## config.mk

```make
export PLATFORM = sky130hd
export DESIGN_NAME = rf_alu_datapath_flat
export DESIGN_NICKNAME = d
export VERILOG_FILES = /design/src/rtl/core_pkg.sv /design/src/rtl/rf_alu_datapath_if.sv /design/src/rtl/alu.sv /design/src/rtl/mux2.sv /design/src/rtl/regfile.sv /design/src/rtl/rf_alu_datapath.sv /design/src/flat_wrapper.sv
export SDC_FILE = /design/constraint.sdc
export NUM_CORES = 2
export LEC_CHECK = 0
export CAP_MARGIN = 20
export CORE_MARGIN = 3
export CORE_UTILIZATION = 50
export DETAILED_ROUTE_END_ITERATION = 16
export PLACE_DENSITY = 0.67
export SKIP_LAST_GASP = 1
export SYNTH_ARGS = -nofsm -noshare
export SYNTH_HDL_FRONTEND = slang
export SYNTH_HIERARCHICAL = 1
export SYNTH_SLANG_ARGS = --single-unit
```

## constraint.sdc

```tcl
create_clock -name clk_i -period 13 [get_ports clk_i]
set_input_delay 2.6 -clock clk_i [delete_from_list [all_inputs] [get_ports clk_i]]
set_output_delay 2.6 -clock clk_i [all_outputs]
set_load 0.02 [all_outputs]
```

## src/rtl/core_pkg.sv

```systemverilog
// Shared types and sizes for the RV32I execute-stage datapath.
package core_pkg;

  localparam int unsigned XLEN       = 32;
  localparam int unsigned NREGS      = 32;
  localparam int unsigned REG_ADDR_W = $clog2(NREGS);

  typedef enum logic [4:0] {
    ALU_ADD  = 5'b00000,
    ALU_SLL  = 5'b00001,
    ALU_SLT  = 5'b00010,
    ALU_SLTU = 5'b00011,
    ALU_XOR  = 5'b00100,
    ALU_SRL  = 5'b00101,
    ALU_OR   = 5'b00110,
    ALU_AND  = 5'b00111,
    ALU_SUB  = 5'b01000,
    ALU_SRA  = 5'b01101,
    ALU_BEQ  = 5'b10000,
    ALU_BNE  = 5'b10001,
    ALU_BLT  = 5'b10100,
    ALU_BGE  = 5'b10101,
    ALU_BLTU = 5'b10110,
    ALU_BGEU = 5'b10111,
    ALU_PASS = 5'b11111
  } alu_op_e;

endpackage

```

## src/rtl/rf_alu_datapath_if.sv

```systemverilog
// Control/data bundle between decode/control, data memory and the execute datapath.
// No handshake: every field is a level sampled combinationally or at the clock edge.
interface rf_alu_datapath_if;
  import core_pkg::*;

  logic [REG_ADDR_W-1:0] rs1_i;
  logic [REG_ADDR_W-1:0] rs2_i;
  logic [REG_ADDR_W-1:0] rd_i;
  logic                  regwrite_i;
  logic [XLEN-1:0]       imm_i;
  logic                  opBsel_i;
  logic [4:0]            aluc_i;
  logic [XLEN-1:0]       memdata_i;
  logic                  memtoreg_i;
  logic [XLEN-1:0]       operandA_o;
  logic [XLEN-1:0]       operandB_o;
  logic [XLEN-1:0]       alu_o;
  logic                  branch_o;
  logic [XLEN-1:0]       wd_o;

  modport master (
    output rs1_i, rs2_i, rd_i, regwrite_i, imm_i, opBsel_i, aluc_i, memdata_i, memtoreg_i,
    input  operandA_o, operandB_o, alu_o, branch_o, wd_o
  );

  modport slave (
    input  rs1_i, rs2_i, rd_i, regwrite_i, imm_i, opBsel_i, aluc_i, memdata_i, memtoreg_i,
    output operandA_o, operandB_o, alu_o, branch_o, wd_o
  );

endinterface

```

## src/rtl/alu.sv

```systemverilog
// Combinational RV32I ALU with branch compare; branch codes force the result to 0.
module alu
  import core_pkg::*;
(
  input  logic [4:0]      op_i,
  input  logic [XLEN-1:0] a_i,
  input  logic [XLEN-1:0] b_i,
  output logic [XLEN-1:0] c_o,
  output logic            branch_o
);

  alu_op_e    op;
  logic [4:0] shamt;
  logic       lt_s;
  logic       lt_u;

  assign op    = alu_op_e'(op_i);
  assign shamt = b_i[4:0];
  assign lt_s  = $signed(a_i) < $signed(b_i);
  assign lt_u  = a_i < b_i;

  always_comb begin
    c_o      = '0;
    branch_o = 1'b0;
    case (op)
      ALU_ADD:  c_o = a_i + b_i;
      ALU_SUB:  c_o = a_i - b_i;
      ALU_SLL:  c_o = a_i << shamt;
      ALU_SLT:  c_o = {{(XLEN-1){1'b0}}, lt_s};
      ALU_SLTU: c_o = {{(XLEN-1){1'b0}}, lt_u};
      ALU_XOR:  c_o = a_i ^ b_i;
      ALU_SRL:  c_o = a_i >> shamt;
      ALU_SRA:  c_o = $unsigned($signed(a_i) >>> shamt);
      ALU_OR:   c_o = a_i | b_i;
      ALU_AND:  c_o = a_i & b_i;
      ALU_PASS: c_o = a_i;
      ALU_BEQ:  branch_o = (a_i == b_i);
      ALU_BNE:  branch_o = (a_i != b_i);
      ALU_BLT:  branch_o = lt_s;
      ALU_BGE:  branch_o = ~lt_s;
      ALU_BLTU: branch_o = lt_u;
      ALU_BGEU: branch_o = ~lt_u;
      default: begin
        c_o      = '0;
        branch_o = 1'b0;
      end
    endcase
  end

endmodule

```

## src/rtl/mux2.sv

```systemverilog
// Two-input select of parameterised width: sel_i=0 picks a_i, sel_i=1 picks b_i.
module mux2 #(
  parameter int unsigned W = 32
) (
  input  logic         sel_i,
  input  logic [W-1:0] a_i,
  input  logic [W-1:0] b_i,
  output logic [W-1:0] y_o
);

  assign y_o = sel_i ? b_i : a_i;

endmodule

```

## src/rtl/regfile.sv

```systemverilog
// 32-entry register file: two combinational read ports, one write port, x0 hardwired to 0.
module regfile
  import core_pkg::*;
(
  input  logic                  clk_i,
  input  logic                  rst_i,
  input  logic [REG_ADDR_W-1:0] rs1_i,
  input  logic [REG_ADDR_W-1:0] rs2_i,
  input  logic [REG_ADDR_W-1:0] rd_i,
  input  logic                  we_i,
  input  logic [XLEN-1:0]       wd_i,
  output logic [XLEN-1:0]       rd1_o,
  output logic [XLEN-1:0]       rd2_o
);

  logic [XLEN-1:0] regs_q [NREGS];
  logic [XLEN-1:0] regs_d [NREGS];

  always_comb begin
    regs_d = regs_q;
    if (we_i && (rd_i != '0)) begin
      regs_d[rd_i] = wd_i;
    end
  end

  always_ff @(posedge clk_i) begin
    if (rst_i) begin
      for (int i = 0; i < NREGS; i++) begin
        regs_q[i] <= '0;
      end
    end else begin
      regs_q <= regs_d;
    end
  end

  // Index 0 is decoded on the read side so x0 reads 0 regardless of storage contents.
  assign rd1_o = (rs1_i == '0) ? '0 : regs_q[rs1_i];
  assign rd2_o = (rs2_i == '0) ? '0 : regs_q[rs2_i];

endmodule

```

## src/rtl/rf_alu_datapath.sv

```systemverilog
// Execute-stage slice: register file -> operand-B mux -> ALU -> write-back mux -> register file.
module rf_alu_datapath
  import core_pkg::*;
(
  input  logic               clk_i,
  input  logic               rst_i,
  rf_alu_datapath_if.slave   bus
);

  logic [XLEN-1:0] alu_b;

  regfile u_regfile (
    .clk_i (clk_i),
    .rst_i (rst_i),
    .rs1_i (bus.rs1_i),
    .rs2_i (bus.rs2_i),
    .rd_i  (bus.rd_i),
    .we_i  (bus.regwrite_i),
    .wd_i  (bus.wd_o),
    .rd1_o (bus.operandA_o),
    .rd2_o (bus.operandB_o)
  );

  mux2 #(.W(XLEN)) u_opb_mux (
    .sel_i (bus.opBsel_i),
    .a_i   (bus.operandB_o),
    .b_i   (bus.imm_i),
    .y_o   (alu_b)
  );

  alu u_alu (
    .op_i     (bus.aluc_i),
    .a_i      (bus.operandA_o),
    .b_i      (alu_b),
    .c_o      (bus.alu_o),
    .branch_o (bus.branch_o)
  );

  // The loop back into the register file is broken by the storage flops.
  mux2 #(.W(XLEN)) u_wb_mux (
    .sel_i (bus.memtoreg_i),
    .a_i   (bus.alu_o),
    .b_i   (bus.memdata_i),
    .y_o   (bus.wd_o)
  );

endmodule

```

## src/flat_wrapper.sv

```systemverilog
// flat-port wrapper written by rule: the top's interface ports become plain ports
module rf_alu_datapath_flat import core_pkg::*;
  (clk_i, rst_i, bus_rs1_i, bus_rs2_i, bus_rd_i, bus_regwrite_i, bus_imm_i, bus_opBsel_i, bus_aluc_i, bus_memdata_i, bus_memtoreg_i, bus_operandA_o, bus_operandB_o, bus_alu_o, bus_branch_o, bus_wd_o);
  rf_alu_datapath_if bus_i ();
  input  logic clk_i;
  input  logic rst_i;
  input wire logic [$bits(bus_i.rs1_i)-1:0] bus_rs1_i;
  input wire logic [$bits(bus_i.rs2_i)-1:0] bus_rs2_i;
  input wire logic [$bits(bus_i.rd_i)-1:0] bus_rd_i;
  input wire logic [$bits(bus_i.regwrite_i)-1:0] bus_regwrite_i;
  input wire logic [$bits(bus_i.imm_i)-1:0] bus_imm_i;
  input wire logic [$bits(bus_i.opBsel_i)-1:0] bus_opBsel_i;
  input wire logic [$bits(bus_i.aluc_i)-1:0] bus_aluc_i;
  input wire logic [$bits(bus_i.memdata_i)-1:0] bus_memdata_i;
  input wire logic [$bits(bus_i.memtoreg_i)-1:0] bus_memtoreg_i;
  output wire logic [$bits(bus_i.operandA_o)-1:0] bus_operandA_o;
  output wire logic [$bits(bus_i.operandB_o)-1:0] bus_operandB_o;
  output wire logic [$bits(bus_i.alu_o)-1:0] bus_alu_o;
  output wire logic [$bits(bus_i.branch_o)-1:0] bus_branch_o;
  output wire logic [$bits(bus_i.wd_o)-1:0] bus_wd_o;
  assign bus_i.rs1_i = bus_rs1_i;
  assign bus_i.rs2_i = bus_rs2_i;
  assign bus_i.rd_i = bus_rd_i;
  assign bus_i.regwrite_i = bus_regwrite_i;
  assign bus_i.imm_i = bus_imm_i;
  assign bus_i.opBsel_i = bus_opBsel_i;
  assign bus_i.aluc_i = bus_aluc_i;
  assign bus_i.memdata_i = bus_memdata_i;
  assign bus_i.memtoreg_i = bus_memtoreg_i;
  assign bus_operandA_o = bus_i.operandA_o;
  assign bus_operandB_o = bus_i.operandB_o;
  assign bus_alu_o = bus_i.alu_o;
  assign bus_branch_o = bus_i.branch_o;
  assign bus_wd_o = bus_i.wd_o;
  rf_alu_datapath u_core (.clk_i(clk_i), .rst_i(rst_i), .bus(bus_i));
endmodule
```

==> results.py <==
metrics = {
    "worst_setup_path": {
        "reg2reg_from": "u_core/u_regfile/regs_q[225]",
        "critical_path_class": "in2out",
        "slowest_stage": "a211oi_2",
        "rrSetupSlack_ns": 5.84,
        "reg2reg_depth": 21,
        "crit_path_max_incr_delay_ns": 0.98,
        "critPathRequiredTime_ns": 10.40,
        "r2r_end": "u_core/u_regfile/regs_q[991]",
        "cp-start-kind": "input pin",
        "end_kind": "output pin",
        "cp.arrival_ns": 9.97,
        "crit_path_max_fanout": 15,
        "crit_path_cell_trace": "clkdlybuf4s50_1, nor2b_4, buf_4, a22o_1, a211oi_1, a211oi_2, inv_1, ha_1, or4_4, o21a_1, a32oi_1, o31ai_1, o41ai_1, a311oi_1, a22o_1, nor4_1, a21oi_1, mux2_2, clkdlybuf4s50_1",
    },
    "grt": {
        "grt_pass1_wl_mm": 400,
        "antenna_found_initial": 15,
        "grt_max_degree": 217,
        "grt_overflow": 0,
        "gr-usage-all-layers": 0.422,
        "grt_pass1_vias": 57300,
    },
    "cts": {
        "cts.clk_slew.worst_paths_ns": 0.06,
        "hold_buffers": 0,
        "postCtsSetupBuffers": 0,
        "cts-resized-gates": 0,
        "cts_tree": "done",
        "clk_path_buf_depth": 3,
        "clockRootBuffer": "clkbuf_16",
        "clk_latency_ns": 0.74,
        "cts-buffers-inserted": 108,
        "htreeDepth": 3,
        "cts.sinks": 1024,
    },
    "outcome": {
        "status": "finished, final reports clean",
    },
    "sta": {
        "worstMarginPinSlew_ns": 1.28,
        "setup_viol": 0,
        "timing.final.hold_violations": 0,
        "finalSetupTns_ns": 0,
        "fin_ws_ns": 0.429,
        "drv_slew": 0,
        "clock.fmax_mhz": 79.5,
        "fin_worst_skew_ns": 0.0377,
        "finalWorstPathRequiredPeriod_ns": 12.57,
        "rsz0062_at_grt": "false",
        "period_share": 0.967,
        "slew_headroom": 0.146,
    },
    "route": {
        "vias_per_cell": 6.87,
        "drtPass1Iterations": 9,
        "wl_per_cell_um": 31.1,
        "ant_nets": 0,
        "drt_iter0_markers": 10500,
        "drc": 0,
        "drt_wl_total_mm": 281,
        "num_vias": 62100,
    },
    "finish": {
        "largest_register": "u_core/u_regfile/regs_q",
        "top_regs": "u_core/u_regfile/regs_q x1024",
        "area_delta_synth_final_pct": 11.2,
        "fin_area_um2": 69100,
        "layout-drive-gt1-share": 0.143,
        "final_common_cell": "nand2_1",
        "nets": 7504,
        "largest_reg_flops": 1024,
        "final_cell_mix": "2129 x nand2_1, 1178 x a21oi_1, 1024 x dfxtp_1, 385 x mux2i_1, 370 x mux4_2",
    },
    "synthesis": {
        "synth_edf_count": 0,
        "syn_area_per_cell_um2": 8.31,
        "ys_warn_count": 6,
        "yosysUniqueCellTypes": 89,
        "syn_nets": 7669,
        "ys_ff_latch": 1024,
        "async_reset_ff_frac": 0,
        "syn_area_um2": 62200,
        "synthCells": 7481,
        "ys_seq_area_frac": 0.330,
        "ys.flop_type": "dfxtp_1",
    },
    "hold_path": {
        "hp-class": "reg2reg",
        "hp-start": "u_core/u_regfile/regs_q[403]",
        "min_to": "u_core/u_regfile/regs_q[403]",
        "holdPathStages": 2,
    },
    "floorplan": {
        "die_area_um2": 129000,
        "start_util": 0.507,
        "die_y_um": 359,
        "io-pin-count": 218,
        "num_rows": 128,
        "coreArea_um2": 123000,
        "chipWidth_um": 359,
    },
    "placement": {
        "portBuffers": 217,
        "place_ws_ns": 0.530,
        "postPlaceCellArea_um2": 65400,
        "gp_congestion": 1.07,
        "dp.final_hpwl_mm": 185,
    },
    "power": {
        "power.leakage_nw": 23.7,
        "cellPowerDensity_nw_per_um2": 116,
        "ir_worst_vdd_uv": 117,
    },
    "run": {
        "maxCapViolCount": 0,
    },
}
-- routing by layer --
layer	GRT usage	share of wire
met4	0.277	0.078
met5	0	0.00015
met1	0.540	0.36
met2	0.611	0.42
met3	0.134	0.14
-- logic make-up (layout without fill, tap and decap cells) --
| group | count (synthesis) | in the layout | share of synthesized area |
|---|---|---|---|
| flops | 1024 | 1024 | 0.330 |
| fa+ha+maj | 99 | 99 | 0.0202 |
| other cells | 0 | 10 | 0 |
| xor+xnor | 20 | 20 | 0.00282 |
| compound gates | 1901 | 1901 | 0.184 |
| buf+inv | 859 | 786 | 0.0640 |
| mux | 875 | 875 | 0.223 |
| simple gates | 2703 | 2703 | 0.177 |
-- per-stage QoR --
stage / hold WS (ns) / std cells / util / power, mW
after global placement: 0.450 / 8829 / 0.533 / 4.73
after floorplan: 0.441 / 7481 / - / 4.14
after global routing: 0.483 / 9033 / 0.563 / 8.19
after CTS: 0.463 / 9032 / 0.563 / 7.96
final: 0.467 / 9043 / 0.563 / 8.02
after detailed placement: 0.455 / 8830 / 0.533 / 4.73
-- cell usage after synthesis, types with 54 or more instances --
| cell | n | area, µm² |
|---|---|---|
| a211oi_1 | 89 | 668 |
| a21oi_1 | 1178 | 5900 |
| a22o_1 | 57 | 499 |
| a22oi_1 | 120 | 901 |
| buf_1 | 57 | 214 |
| buf_2 | 110 | 551 |
| clkbuf_1 | 502 | 1880 |
| dfxtp_1 | 1024 | 20500 |
| ha_1 | 97 | 1210 |
| inv_1 | 101 | 379 |
| mux2_2 | 54 | 608 |
| mux2_4 | 60 | 901 |
| mux2i_1 | 385 | 3850 |
| mux4_2 | 370 | 8330 |
| nand2_1 | 2139 | 8030 |
| nor2_1 | 210 | 788 |
| nor2b_1 | 86 | 538 |
| nor3_1 | 80 | 400 |
| o21ai_0 | 113 | 566 |
| o22ai_1 | 60 | 375 |
-- worst max-delay path: cells and delay by family --
kind	cells	cell delay [ns]
compound gates	10	3.39
buf+inv	4	1.78
simple gates	3	1.36
fa+ha+maj	1	0.48
mux	1	0.34
-- layout make-up --
cell class	instances	area (µm²)
fillers	11100	53600
multi-input cells	5598	38100
flip-flops and latches	1024	20500
repair buffers	481	4360
clock buffers	158	3120
well taps	1625	2030
clock inverters	44	587
inverters	103	387
diodes	10	25.0
-- power by group --
group / leakage (nW) / internal, mW / switching, mW
combinational: 13.6 / 0.486 / 1.07
clock: 1.82 / 1.89 / 1.40
sequential: 8.25 / 3.16 / 0.0148
-- worst max-delay path by stage --
stage	depth (start not counted)	slack (ns)	to	from
floorplan	25	1.42	bus_wd_o[31]	bus_rs2_i[0]
global placement	21	0.50	bus_wd_o[31]	bus_rs2_i[1]
detailed placement	20	0.53	bus_wd_o[31]	bus_rs2_i[4]
CTS	20	0.52	bus_wd_o[31]	bus_rs2_i[4]
global route	20	0.25	bus_wd_o[29]	bus_rs1_i[3]
finish	19	0.43	bus_wd_o[29]	bus_rs1_i[3]
No activity file was read; power rests on OpenSTA's default activity.
